$ cat config.mk
export PLATFORM = sky130hd
export DESIGN_NAME = ram_4k_req_sched
export DESIGN_NICKNAME = d
export VERILOG_FILES = /design/src/rtl/ram_4k_req_sched.sv
export SDC_FILE = /design/constraint.sdc
export NUM_CORES = 1
export LEC_CHECK = 0
export CAP_MARGIN = 20
export CORE_AREA = 2 2 170 172
export CTS_CLUSTER_DIAMETER = 40
export DETAILED_ROUTE_END_ITERATION = 8
export DIE_AREA = 0 0 172 174
export HOLD_SLACK_MARGIN = 0.08
export PLACE_DENSITY = 0.83
export SYNTH_ARGS = -nofsm -noshare
export SYNTH_HDL_FRONTEND = slang
export SYNTH_SLANG_ARGS = --single-unit
$ cat constraint.sdc
create_clock -name clk -period 3.56 [get_ports clk]
set_input_delay 0.712 -clock clk [delete_from_list [all_inputs] [get_ports clk]]
set_output_delay 0.712 -clock clk [all_outputs]
set_load 0.02 [all_outputs]
$ cat src/rtl/ram_4k_req_sched.sv
// ram_4k_req_sched
//   Request front-end for ram_4k. Accepts independent valid/ready write and
//   read requests and drives ram_4k's write and read ports with registered
//   strobes, so at most one write and one read go out per cycle. Read data
//   comes back on ram_data_out/ram_data_valid one cycle after ram_read. It is
//   captured into a small response FIFO and presented on rsp_valid/rsp_ready.
//   The read credit counts both in-flight reads and FIFO entries, so the FIFO
//   can never overflow. Response backpressure stalls reads but never writes.
//
// Ports
//   clk, rst_n                       clock, asynchronous active-low reset
//   wr_req_valid/ready/addr/data     write request channel
//   rd_req_valid/ready/addr          read request channel
//   rsp_valid/ready/data             read response channel (FIFO head)
//   ram_data_in, ram_wr_address,
//   ram_write                        ram_4k write port (registered)
//   ram_rd_address, ram_read         ram_4k read port (registered)
//   ram_data_out, ram_data_valid     ram_4k read return
//   err_stray_valid                  sticky: return seen with no read in flight
module ram_4k_req_sched #(
  parameter int RAM_WIDTH  = 64,
  parameter int ADDR_SIZE  = 12,
  parameter int RESP_DEPTH = 4
) (
  input  logic                 clk,
  input  logic                 rst_n,
  input  logic                 wr_req_valid,
  output logic                 wr_req_ready,
  input  logic [ADDR_SIZE-1:0] wr_req_addr,
  input  logic [RAM_WIDTH-1:0] wr_req_data,
  input  logic                 rd_req_valid,
  output logic                 rd_req_ready,
  input  logic [ADDR_SIZE-1:0] rd_req_addr,
  output logic                 rsp_valid,
  input  logic                 rsp_ready,
  output logic [RAM_WIDTH-1:0] rsp_data,
  output logic [RAM_WIDTH-1:0] ram_data_in,
  output logic [ADDR_SIZE-1:0] ram_wr_address,
  output logic [ADDR_SIZE-1:0] ram_rd_address,
  output logic                 ram_write,
  output logic                 ram_read,
  input  logic [RAM_WIDTH-1:0] ram_data_out,
  input  logic                 ram_data_valid,
  output logic                 err_stray_valid
);

  localparam int PW = $clog2(RESP_DEPTH);
  localparam int CW = PW + 1;  // counts need to reach RESP_DEPTH itself

  // Goes high on the first clock after reset release. It keeps both ready
  // outputs at 0 while reset is applied.
  logic          active_reg;
  logic [CW-1:0] inflight_reg;
  logic [CW-1:0] count_reg;
  logic [PW-1:0] wr_ptr_reg;
  logic [PW-1:0] rd_ptr_reg;

  logic [RAM_WIDTH-1:0] fifo_mem [RESP_DEPTH];

  logic        hazard;
  logic        credit_ok;
  logic        wr_acc;
  logic        rd_acc;
  logic        ret;
  logic        push;
  logic        pop;
  logic [CW:0] occupancy;

  // A read to the address being written in the same cycle is held off one
  // cycle. The read then samples the RAM after the write has landed.
  assign hazard    = rd_req_valid && wr_req_valid && (rd_req_addr == wr_req_addr);
  assign occupancy = {1'b0, inflight_reg} + {1'b0, count_reg};
  assign credit_ok = occupancy < (CW + 1)'(RESP_DEPTH);

  assign wr_req_ready = active_reg;
  assign rd_req_ready = active_reg && credit_ok && !hazard;

  assign wr_acc = wr_req_valid && wr_req_ready;
  assign rd_acc = rd_req_valid && rd_req_ready;

  // A return is only honoured while a read is outstanding. A stray one is
  // dropped and flagged.
  assign ret  = ram_data_valid && (inflight_reg != '0);
  assign push = ret;

  assign rsp_valid = (count_reg != '0);
  assign pop       = rsp_valid && rsp_ready;
  assign rsp_data  = rsp_valid ? fifo_mem[rd_ptr_reg] : '0;

  always_ff @(posedge clk or negedge rst_n) begin
    if (!rst_n) begin
      active_reg      <= 1'b0;
      ram_write       <= 1'b0;
      ram_read        <= 1'b0;
      ram_wr_address  <= '0;
      ram_rd_address  <= '0;
      ram_data_in     <= '0;
      inflight_reg    <= '0;
      count_reg       <= '0;
      wr_ptr_reg      <= '0;
      rd_ptr_reg      <= '0;
      err_stray_valid <= 1'b0;
    end else begin
      active_reg <= 1'b1;

      ram_write <= wr_acc;
      if (wr_acc) begin
        ram_wr_address <= wr_req_addr;
        ram_data_in    <= wr_req_data;
      end

      ram_read <= rd_acc;
      if (rd_acc) begin
        ram_rd_address <= rd_req_addr;
      end

      if (rd_acc && !ret) begin
        inflight_reg <= inflight_reg + CW'(1);
      end else if (!rd_acc && ret) begin
        inflight_reg <= inflight_reg - CW'(1);
      end

      if (push && !pop) begin
        count_reg <= count_reg + CW'(1);
      end else if (!push && pop) begin
        count_reg <= count_reg - CW'(1);
      end

      // The depth is a power of two, so the pointers wrap naturally.
      if (push) begin
        wr_ptr_reg <= wr_ptr_reg + PW'(1);
      end
      if (pop) begin
        rd_ptr_reg <= rd_ptr_reg + PW'(1);
      end

      if (ram_data_valid && (inflight_reg == '0)) begin
        err_stray_valid <= 1'b1;
      end
    end
  end

  // The storage has no reset. Its contents are only visible through count_reg.
  always_ff @(posedge clk) begin
    if (push) begin
      fifo_mem[wr_ptr_reg] <= ram_data_out;
    end
  end

endmodule
==> metrics, run 1 <==
outcome completed; GPL Wtd Cong roughly 0.82; Setup Total Neg Slack 0 ns; initial antenna violation count 1; Core Area between 20000 and 30000 µm²; Final #Nets 1189; Final Skew approximately 0.019 ns; Final Instance Area 19000 µm²; largest cells by area after synthesis edfxtp_1 56%, dfrtp_1 19%, mux4_2 10%; Clock Sinks ~360; clk buf depth 3; Internal about 11 mW; max reg flops around 260; Die Area between 20000 and 30000 µm²; Comb pwr share 0.366; Top reg by flops fifo_mem; largest net degree at the start of global routing slightly below 70; LEAKAGE about 7 nW; f_max between 200 and 300 MHz; Area Overhead vs Synth 37.7%; max_slew headroom 0.402; CTS tree yes; Wirelength per Cell approximately 20 µm; PwrDens about 830 nW/µm²; DRC errors left 0; Routed Wire Length approximately 30 mm; worst slew pin tran ~0.9 ns; CP max FO 3; Clock transition at path regs 0.06 ns; Max-Cap Viols 0; diode count 0; WHS 0.294 ns; GRT Residual Overflow 0; sequential share of power 0.365; vias in the first global route around 8300; flops & latches, synth 358; sw frac 0.305; Hold Path Class in2async; Mapped Area 13800 µm²; Final period util 0.964; Peak VDD IR 0.502 mV; final setup fails 0; layout cells sized above 1 0.238; Slowest Stage Delay on Critical Path roughly 0.61 ns; Antenna Nets Post-Route 0; die height 174 µm; clock share of power 0.269; slowest CP cell clkdlybuf4s50_1; DR pass1 iterations 4; CP Capture Type output pin; cts bufs inserted 43; buffer count from post-CTS setup fixing 0; Synth Area per Inst slightly above 20 µm²; vias per cell 5.18; cts hold-fix bufs 0; syn nets about 840; I/O Pins ~320; Horiz. Die Dim ~170 µm; Tot GR Track Use 0.201; commonest non-fill, non-tap cell in the layout clkdlybuf4s50_1; Reg2Reg Setup Slack 0.80 ns; fillers approximately 1900; synth warn 0; I/O Buffers between 300 and 400; Initial Utilization 0.488; htree depth 2; Worst Path Buf+Inv 1; critical path type reg2out; crit path DAT roughly 2.7 ns; Netlist cell types 31; Root Buffer clkbuf_16; CP Launch Type register; final hold vios 0; Slew Viols, Final 0; Core Rows 62; detailed placer's ending HPWL 19.6 mm; DR iter-0 viols 531; cell family with most CP delay simple AND/OR/NAND/NOR gates; post-synthesis cell type with the largest combined area edfxtp_1; Via Count 7453; Cell Chain, Critical Path ha_1, or4b_4, a31oi_4, and2_1, clkdlybuf4s50_1; Placed Area about 18000 µm²; Psw around 4.8 mW; sequential element share of the synthesized area 0.743; RSZ-0062 raised after global routing no; Post-CTS Resized 0; fin crit period between 3 and 4 ns; Worst EP required 2.85 ns; clock latency on the worst-skew pair ~0.52 ns; first-pass GRT wire length ~46 mm; cell count after synthesis 670; post-synth top area share 0.557; largest registers fifo_mem: 256 flops, ram_data_in: 64 flops; post-layout util 0.672; most frequent cells in the layout 314 x clkdlybuf4s50_1, 256 x edfxtp_1, 100 x dfrtp_1
[worst reg2reg max path, cell delays in order (launching register included)]
cell and delay (ns):
dfrtp_1 0.41, ha_1 0.30, or4b_4 0.52, a31oi_4 0.21
nand3_4 0.10, inv_1 0.09, ha_1 0.18, inv_1 0.06
fa_1 0.38, xor2_1 0.17, nor2_1 0.11, xor2_1 0.15
[stage by stage]
step	cells	total power [mW]	setup WS, ns
4_1_cts	1440	16.0	0.0926
3_5_place_dp	1360	11.7	0.196
3_3_place_gp	1360	11.6	0.238
2_1_floorplan	670	9.06	0.512
6_report	1440	15.8	0.129
5_1_grt	1440	16.5	0.0229
[final timing paths]
kind / startpoint / endpoint / depth (start not counted)
worst max register to register: inflight_reg[2] / inflight_reg[2] / 11
worst min register to register: ram_rd_address[5] / ram_rd_address[5] / 1
worst min-delay path: rst_n / ram_data_in[24] / 1
worst max-delay path: inflight_reg[2] / rd_req_ready / 5
max in group asynchronous: rst_n / ram_rd_address[8] / 2
min in group clk: ram_rd_address[5] / ram_rd_address[5] / 1
[cells by family (layout without fill, tap and decap cells)]
| kind of cell | count (synthesis) | after routing | synth area share |
|---|---|---|---|
| fa+ha+maj | 10 | 10 | 0.0102 |
| buf+inv | 38 | 424 | 0.0120 |
| other cells | 1 | 1 | 0.000272 |
| flops | 358 | 358 | 0.743 |
| compound gates | 3 | 3 | 0.00245 |
| mux | 154 | 154 | 0.180 |
| simple gates | 85 | 85 | 0.0387 |
| xor+xnor | 21 | 21 | 0.0133 |
[final cells by class]
type / count / area (µm²) / area share
Inverter: 7 / 26.3 / 0.00138
Clock buffer: 52 / 1130 / 0.0595
Multi-Input combinational cell: 274 / 3400 / 0.179
Sequential cell: 358 / 10200 / 0.540
Timing Repair Buffer: 337 / 3430 / 0.181
Clock inverter: 28 / 278 / 0.0146
Tap cell: 384 / 480 / 0.0253
[power by group through the flow]
| stage | Combinational, mW | Clock (mW) | Sequential (mW) |
|---|---|---|---|
| floorplan | 3.08 | 0 | 5.98 |
| global placement | 5.78 | 0 | 5.80 |
| detailed placement | 5.85 | 0 | 5.85 |
| CTS | 5.89 | 4.32 | 5.78 |
| global route | 6.16 | 4.51 | 5.85 |
| finish | 5.77 | 4.24 | 5.77 |
[layer usage]
| layer | vias to the layer above | global-route usage | part of all wire |
|---|---|---|---|
| li1 | 3308 | - | - |
| met1 | 3757 | 0.243 | 0.37 |
| met2 | 323 | 0.344 | 0.51 |
| met3 | 63 | 0.0649 | 0.095 |
| met4 | 2 | 0.0634 | 0.027 |
| met5 | - | 0 | 0.00054 |
[cell usage after synthesis]
library cell,count
dfrtp_1,102
a31oi_4,1
nand4_1,1
nor2b_1,1
and3_1,1
a21o_1,1
buf_6,1
mux2_1,3
ha_1,8
nand3_1,1
edfxtp_1,256
fa_1,2
mux2_4,9
xnor2_1,6
nand2_1,3
clkbuf_1,14
nor4_1,2
or3_1,1
or4b_4,1
conb_1,1
nor2_1,2
o21ai_0,1
nor3_1,2
and2_1,69
xor2_1,15
buf_2,12
buf_1,4
inv_1,7
nand3_4,1
mux2_2,78
mux4_2,64
Power figures use the tool's default switching activity.
==> run 2: changes to the inputs <==
Clock period 3.56 ns to 3.6 ns, I/O delays scaled along.
==> run 2 against run 1 <==
  * Combinational power about the same
  * Routed wire length increased by 3.8%
  * Clock skew increased by 0.0027 ns
  * Utilization increased by 0.75 points
  * Worst setup slack improved by 0.020 ns
  * Final cell count increased by 0.56%
  * Global-route usage increased by 0.72 points
  * Via count increased by 1.0%
  * Power increased by 1.9%
  * Register-to-register slack improved by 0.08 ns
  * Hold slack got worse by 0.029 ns
  * Largest power group is now combinational cells
  * Highest routed layer is now met4
==> metrics, run 2 (same netlist as run 1, synthesis figures left out) <==
f_max 290 MHz; Slew Viols, Final 0; CP max FO 21; Area Overhead vs Synth 39.2%; Post-CTS Resized 0; cts hold-fix bufs 0; fillers 1854; crit path DAT ~2.7 ns; Initial Utilization 0.488; Max-Cap Viols 0; clk buf depth 3; I/O Pins around 320; DRC errors left 0; Via Count about 7500; Hold Path Class in2async; CTS tree yes; worst slew pin tran slightly above 0.8 ns; PwrDens between 800 and 900 nW/µm²; WHS between 0.2 and 0.3 ns; critical path type reg2out; final hold vios 0; Routed Wire Length 30.8 mm; Antenna Nets Post-Route 0; buffer count from post-CTS setup fixing 0; largest net degree at the start of global routing 66; fin crit period approximately 3.5 ns; Setup Total Neg Slack 0 ns; R2R cell count 11; Final WS setup 0.149 ns; largest registers fifo_mem: 256 flops, ram_data_in: 64 flops; most frequent cells in the layout 314 x clkdlybuf4s50_1, 256 x edfxtp_1, 100 x dfrtp_1; Setup WS pre-CTS 0.239 ns; DR pass1 iterations 4; detailed placer's ending HPWL 20.4 mm; outcome completed; commonest non-fill, non-tap cell in the layout clkdlybuf4s50_1; Worst EP required about 2.9 ns; Slowest Stage Delay on Critical Path between 0.6 and 0.7 ns; CP Launch Type register; CP Capture Type output pin; Tot GR Track Use 0.208; GRT Residual Overflow 0; max_slew headroom 0.460; Core Area 28200 µm²; Placed Area between 15000 and 20000 µm²; Horiz. Die Dim between 150 and 200 µm; htree depth 2; initial antenna violation count 2; reg2reg end inflight_reg[2]; Final Instance Area between 15000 and 20000 µm²; Clock transition at path regs about 0.060 ns; LEAKAGE just under 7 nW; Cell Chain, Critical Path buf_12, mux4_2, and2_1, clkdlybuf4s50_1; layout cells sized above 1 0.246; post-layout util 0.680; max reg flops between 200 and 300; Peak VDD IR between 0.4 and 0.5 mV; I/O Buffers 315; Final #Nets 1194; cts bufs inserted 45; die height 174 µm; Wirelength per Cell about 21 µm; vias in the first global route between 8000 and 9000; first-pass GRT wire length between 40 and 50 mm; RSZ-0062 raised after global routing no; Clock Sinks approximately 360; final setup fails 0; Final Skew between 0.02 and 0.025 ns; Core Rows 62; r2r startpoint inflight_reg[2]; Final period util 0.959; Root Buffer clkbuf_16; GPL Wtd Cong just over 0.8; Top reg by flops fifo_mem; clock latency on the worst-skew pair 0.52 ns; DR iter-0 viols 475; slowest CP cell dfrtp_4; Die Area around 30000 µm²; vias per cell around 5.2; Reg2Reg Setup Slack 0.88 ns
[run 2: layer usage]
metal  GRT usage  share of wire  vias up
met5           0              0        -
met4      0.0606          0.025        0
met3      0.0635          0.087       53
met2       0.361           0.51      325
met1       0.252           0.37     3826
li1            -              -     3324
[run 2: layout make-up]
type,instances,area (µm²),share of cell area
sequential,358,10200,0.534
timing repair buffer,340,3500,0.182
multi-input combinational,274,3400,0.177
clock buffer,56,1210,0.0630
tap,384,480,0.0250
clock inverter,27,332,0.0173
inverter,7,26.3,0.00137
antenna,2,5.00,0.000261
[run 2: power breakdown]
group	switching, mW	internal (mW)	total, mW	leakage, nW
sequential	0.413	5.34	5.75	3.54
clock	1.69	2.85	4.54	0.736
combinational	2.77	3.02	5.80	2.61
[run 2: worst max-delay path: cells and delay by family (launching register included)]
family / cells / cell delay (ns)
buffers and inverters: 2 / 0.81
flip-flops: 1 / 0.63
multiplexers: 1 / 0.56
AND/OR/NAND/NOR: 1 / 0.20
[run 2: worst max path at each step]
stage	to	slack, ns	startpoint
after detailed placement	rd_req_ready	0.24	wr_req_addr[2]
final	rsp_data[57]	0.15	rd_ptr_reg[0]
after global placement	rd_req_ready	0.27	wr_req_addr[2]
after floorplan	fifo_mem[0][0]	0.54	ram_data_valid
after global routing	rsp_data[57]	0.04	rd_ptr_reg[0]
after CTS	rsp_data[57]	0.11	rd_ptr_reg[0]
[run 2: through the flow]
step	power [mW]	cells
2_1_floorplan	8.96	670
3_3_place_gp	11.6	1363
3_5_place_dp	11.7	1363
4_1_cts	16.3	1446
5_1_grt	16.8	1448
6_report	16.1	1448
==> run 3: changes to the inputs <==
Settings changed: REMOVE_ABC_BUFFERS set to 1.
==> run 3 against run 2 <==
  * Critical path depth did not move
  * Worst setup slack worse by 0.0078 ns
  * Final cell count unchanged
  * Via count grew 0.35%
  * Global-route usage up 0.80 points
  * Sequential share of layout area grew 0.39 points
  * Sequential power about the same
  * Critical path type unchanged
  * Largest power group is now registers
==> metrics, run 3 (same netlist as run 1, synthesis figures left out) <==
Via Count 7554; Psw approximately 5 mW; GRT Residual Overflow 0; clk buf depth 3; most frequent cells in the layout 314 x clkdlybuf4s50_1, 256 x edfxtp_1, 100 x dfrtp_1; DR pass1 iterations 4; I/O Buffers about 320; Area Overhead vs Synth 38.2%; Clock transition at path regs ~0.06 ns; critical path type reg2out; final hold vios 0; cts bufs inserted 44; Initial Utilization 0.488; max reg flops between 200 and 300; max_slew headroom 0.551; first-pass GRT wire length 48.2 mm; layout cells sized above 1 0.245; worst slew pin tran 0.674 ns; initial antenna violation count 2; CP max FO 42; Die Area around 30000 µm²; Max-Cap Viols 0; largest net degree at the start of global routing 69; Final period util 0.961; final setup fails 0; DRC errors left 0; outcome completed; r2r startpoint inflight_reg[2]; Clock Sinks about 360; Final Skew around 0.016 ns; Routed Wire Length roughly 32 mm; vias in the first global route 8176; CP Capture Type output pin; Horiz. Die Dim approximately 170 µm; Worst EP required ~2.9 ns; clock share of power 0.269; die height ~170 µm; sequential share of power 0.366; crit path DAT 2.74 ns; Layout Cells excl Fill about 1400; Root Buffer clkbuf_16; DR iter-0 viols roughly 600; RSZ-0062 raised after global routing no; Placed Area about 18000 µm²; I/O Pins between 300 and 400; Top reg by flops fifo_mem; fin crit period about 3.5 ns; f_max 289 MHz; Slew Viols, Final 0; Setup WS pre-CTS ~0.23 ns; largest registers fifo_mem: 256 flops, ram_data_in: 64 flops; Hold Path Class in2async; detailed placer's ending HPWL between 20 and 25 mm; Final WS setup 0.141 ns; Final Instance Area around 19000 µm²; worst setup path start rd_ptr_reg[1]; vias per cell 5.22; Tot GR Track Use 0.216; Wirelength per Cell 22.0 µm; cts hold-fix bufs 0; DP Cell Count about 1400; LEAKAGE a little under 7 nW; Internal between 10 and 15 mW; CTS tree yes; sw frac 0.310; htree depth 2; GPL Wtd Cong approximately 0.8; Core Area 28200 µm²; WHS between 0.1 and 0.15 ns; Comb pwr share 0.365; commonest non-fill, non-tap cell in the layout clkdlybuf4s50_1; CP Launch Type register; Peak VDD IR 0.476 mV; Core Rows slightly above 60; PwrDens a little over 800 nW/µm²; Antenna Nets Post-Route 0; Final #Nets roughly 1200; clock latency on the worst-skew pair 0.53 ns
run 3: per-stage QoR:
stage | utilization | TNS (ns) | power (mW)
2_1_floorplan | - | -38.11 | 8.98
3_3_place_gp | 0.622 | 0 | 11.5
3_5_place_dp | 0.622 | 0 | 11.6
4_1_cts | 0.673 | 0 | 15.9
5_1_grt | 0.675 | 0 | 16.5
6_report | 0.675 | 0 | 15.8
run 3: repair_timing:
action / CTS / global route
hold endpoints to repair: 0 / 0
resized for setup: 0 / 0
setup buffers: 0 / 9
setup endpoints to repair: 0 / 4
run 3: critical path, cell delays in order (launching register included):
cell             delay [ns]
dfrtp_4                0.84
buf_4                  0.30
mux4_2                 0.30
and2_1                 0.18
clkdlybuf4s50_1        0.54
run 3: final timing paths:
kind / to / slack [ns] / cells after the start
worst max-delay path: rsp_data[55] / 0.14 / 4
min in group clk: err_stray_valid / 0.46 / 1
worst min-delay path: ram_data_in[13] / 0.14 / 1
worst max register to register: inflight_reg[2] / 0.86 / 11
max in group asynchronous: rd_ptr_reg[0] / 2.68 / 2
worst min register to register: err_stray_valid / 0.46 / 1
run 3: power by group through the flow:
stage | combinational (mW) | sequential, mW | clock (mW)
floorplan | 2.81 | 6.17 | 0
global placement | 5.67 | 5.82 | 0
detailed placement | 5.73 | 5.87 | 0
CTS | 5.77 | 5.81 | 4.32
global route | 6.15 | 5.86 | 4.49
finish | 5.77 | 5.77 | 4.24
run 3: routing by layer:
| layer | track usage | vias up | routed length (µm) |
|---|---|---|---|
| met1 | 0.272 | 3860 | 12300 |
| met2 | 0.355 | 313 | 15900 |
| met3 | 0.0783 | 54 | 2970 |
| met5 | 0 | - | 13 |
| li1 | - | 3325 | - |
| met4 | 0.0606 | 2 | 690 |
run 3: final cells by class:
cell class,instances,area [µm²]
Tap cell,384,480
Clock inverter,27,255
Fill cell,1882,9180
Multi-Input combinational cell,274,3400
Sequential cell,358,10200
Timing Repair Buffer,342,3480
Antenna cell,1,2.50
Clock buffer,55,1170
Inverter,7,26.3
==> patch (config.mk and constraints of run 1) <==
The parameter `ADDR_SIZE` goes from 12 to 13.
--- a/src/rtl/ram_4k_req_sched.sv
+++ b/src/rtl/ram_4k_req_sched.sv
@@ -21,3 +21,3 @@
   parameter int RAM_WIDTH  = 64,
-  parameter int ADDR_SIZE  = 12,
+  parameter int ADDR_SIZE  = 13,
   parameter int RESP_DEPTH = 4
Interface: changed (resized ram_rd_address, ram_wr_address, rd_req_addr and wr_req_addr); port bits go from 316 to 320. No check against the original RTL was run, so the function may have changed too.
==> patch against run 1 <==
- cell area grew 1.8%
- setup slack gained 0.040 ns
- global-route usage grew 1.4 points
- power grew 3.5%
- combinational power grew 1%
- wire length grew 7.3%
- synthesized area grew 0.60%
- non-clock buffer count grew 8
- sequential cell count grew 2
- via count grew 1.3%
- die area is the same
- first-iteration DRC count shrank 3.4%
- sequential power grew 1%
- register-to-register slack gained 0.04 ns
==> patch: results (changes against run 1) <==
CTS
  – CTS clk-pin slew, worst paths: 0.05 ns
  – H-tree levels: 2 (unchanged)
  – CTS Root Cell: clkbuf_16 (unchanged)

Detailed routing
  – Vias/cell: 5.179 (was 5.176)
  – DR WL/cell: 21.83 um (was 20.59 um)
  – Initial DRC count: 513 (was 531)

Synth
  – Post-synth EDFFs: 256 (unchanged)
  – Mux share of post-synthesis cell area: 18.10% (was 18.05%)
  – Commonest cells post-synth: edfxtp_1 (256), dfrtp_1 (104), mux2_2 (81), and2_1 (69), mux4_2 (64) (was edfxtp_1 (256), dfrtp_1 (102), mux2_2 (78), and2_1 (69), mux4_2 (64))
  – Cell taking the most area after synthesis: edfxtp_1 (unchanged)
  – Post-synthesis adder-cell area fraction: 1.010% (was 1.016%)
  – Synthesized Nets: 845 (was 838)
  – Unique masters post-synth: 31 (unchanged)
  – Async S/R FF share, synth: 28.89% (was 28.49%)
  – Compound-cell area share of the yosys netlist: 0.2435% (was 0.2450%)
  – Yosys warns: 0 (unchanged)
  – Register area share after synthesis: 74.18% (was 74.26%)
  – Largest cells by area after synthesis: edfxtp_1 (55%), dfrtp_1 (19%), mux4_2 (10%) (was edfxtp_1 (56%), dfrtp_1 (19%), mux4_2 (10%))
  – Synth Area in XOR/XNOR: 1.389% (was 1.334%)

Setup path
  – Largest fanout on the critical path: 29 (was 3)
  – FF-to-FF Start: inflight_reg[2] (unchanged)
  – RR Endpoint: inflight_reg[2] (unchanged)
  – Arrival time at the worst endpoint: 2.68 ns (was 2.72 ns)
  – Slowest stage delay, CP: 0.76 ns (was 0.61 ns)
  – Top cell family by delay on the critical path: buffers and inverters (was simple AND/OR/NAND/NOR gates)
  – Critical-path top delay cell: dfrtp_4 (was clkdlybuf4s50_1)
  – Reg2Reg Setup Slack: 0.84 ns (was 0.80 ns)

Global route
  – Pin count of the biggest net entering global routing: 68 (unchanged)
  – First-pass GRT wire length: 47.97 mm (was 45.99 mm)
  – GRT Total Usage: 21.52% (was 20.11%)
  – Vias in the first global route: 8363 (was 8286)
  – Initial antenna violation count: 5 (was 1)

Timing
  – Max Clock Skew: 0.01661 ns (was 0.01889 ns)
  – Slew Limit Headroom: 55.25% (was 40.23%)

Finish
  – Layout cell share with drive strength beyond 1: 24.79% (was 23.77%)
  – # nets final: 1204 (was 1189)
  – Filler cells: 1832 (was 1881)

Outcome
  – Outcome: completed (unchanged)

Placement
  – IO Port Bufs: 319 (was 315)
  – Placer Congestion: 0.8442 (was 0.8209)
  – HPWL after detailed placement: 20.74 mm (was 19.60 mm)

Power and ir drop
  – Max VDD drop: 0.5461 mV (was 0.5022 mV)
  – Lkg Pwr: 6.971 nW (was 6.806 nW)
## patch: final cells by class
class | count | share of cell area (%)
sequential | 360 | 53.27
antenna | 5 | 0.06473
clock buffer | 50 | 6.026
clock inverter | 30 | 2.013
inverter | 7 | 0.1359
timing repair buffer | 345 | 18.24
tap | 384 | 2.485
multi-input combinational | 277 | 17.77
## patch: kinds of logic after synthesis
logic type	after synthesis
flip-flops	360
multiplexers	156
AND/OR/NAND/NOR	85
buffers and inverters	38
XOR/XNOR	22
adder cells (fa/ha/maj)	10
AO/OA/AOI/OAI	3
other	1
## patch: worst max-delay path by stage
stage,start,to,slack (ns),cells past startpoint
2_1_floorplan,ram_data_valid,fifo_mem[0][0],0.51,3
3_3_place_gp,wr_req_addr[7],rd_req_ready,0.03,7
3_5_place_dp,wr_req_addr[7],rd_req_ready,0.07,7
4_1_cts,inflight_reg[2],rd_req_ready,0.05,5
5_1_grt,rd_ptr_reg[1],rsp_data[20],0.1,4
6_report,rd_ptr_reg[1],rsp_data[20],0.17,4
## patch: where the power goes
| part | switching (W) | internal [W] |
|---|---|---|
| clock network | 0.00169 | 0.00295 |
| logic | 0.00279 | 0.00306 |
| registers | 0.000424 | 0.00543 |
## patch: metrics by stage
step | setup WS (ns) | instances | hold slack (ns) | cell area (um^2) | util (%)
floorplan | 0.5121 | 675 | 0.4164 | 13870 | -
global placement | 0.02840 | 1369 | 0.4442 | 17730 | 62.77
detailed placement | 0.07388 | 1369 | 0.4520 | 17730 | 62.77
CTS | 0.05480 | 1453 | 0.2348 | 19310 | 68.38
global route | 0.09992 | 1458 | 0.2856 | 19330 | 68.46
finish | 0.1688 | 1458 | 0.2286 | 19330 | 68.46
## patch: timing repair
item,CTS,global route
resized for setup,0,2
hold endpoints to repair,0,0
pin swaps,0,0
cloned,0,0
buffers inserted,4,0
endpoints found under the setup margin,6,1
## patch: per-layer routing
layer / wire length, um / share of wire, % / track usage [%] / vias up
met2: 16050 / 50 / 36.13 / 330
met1: 11840 / 37 / 25.78 / 3805
met3: 2855 / 9.0 / 7.081 / 65
met5: 0 / 0 / 0 / -
li1: - / - / - / 3351
met4: 1071 / 3.4 / 8.403 / 0
## patch: worst register-to-register path, cell delays in order, from the launching register on
cell and delay [ns]:
dfrtp_1 0.42, ha_1 0.31, or4b_4 0.53, a31oi_4 0.21
nand3_4 0.09, inv_1 0.07, ha_1 0.17, inv_1 0.06
fa_1 0.37, xor2_1 0.17, nor2_1 0.11, xor2_1 0.15
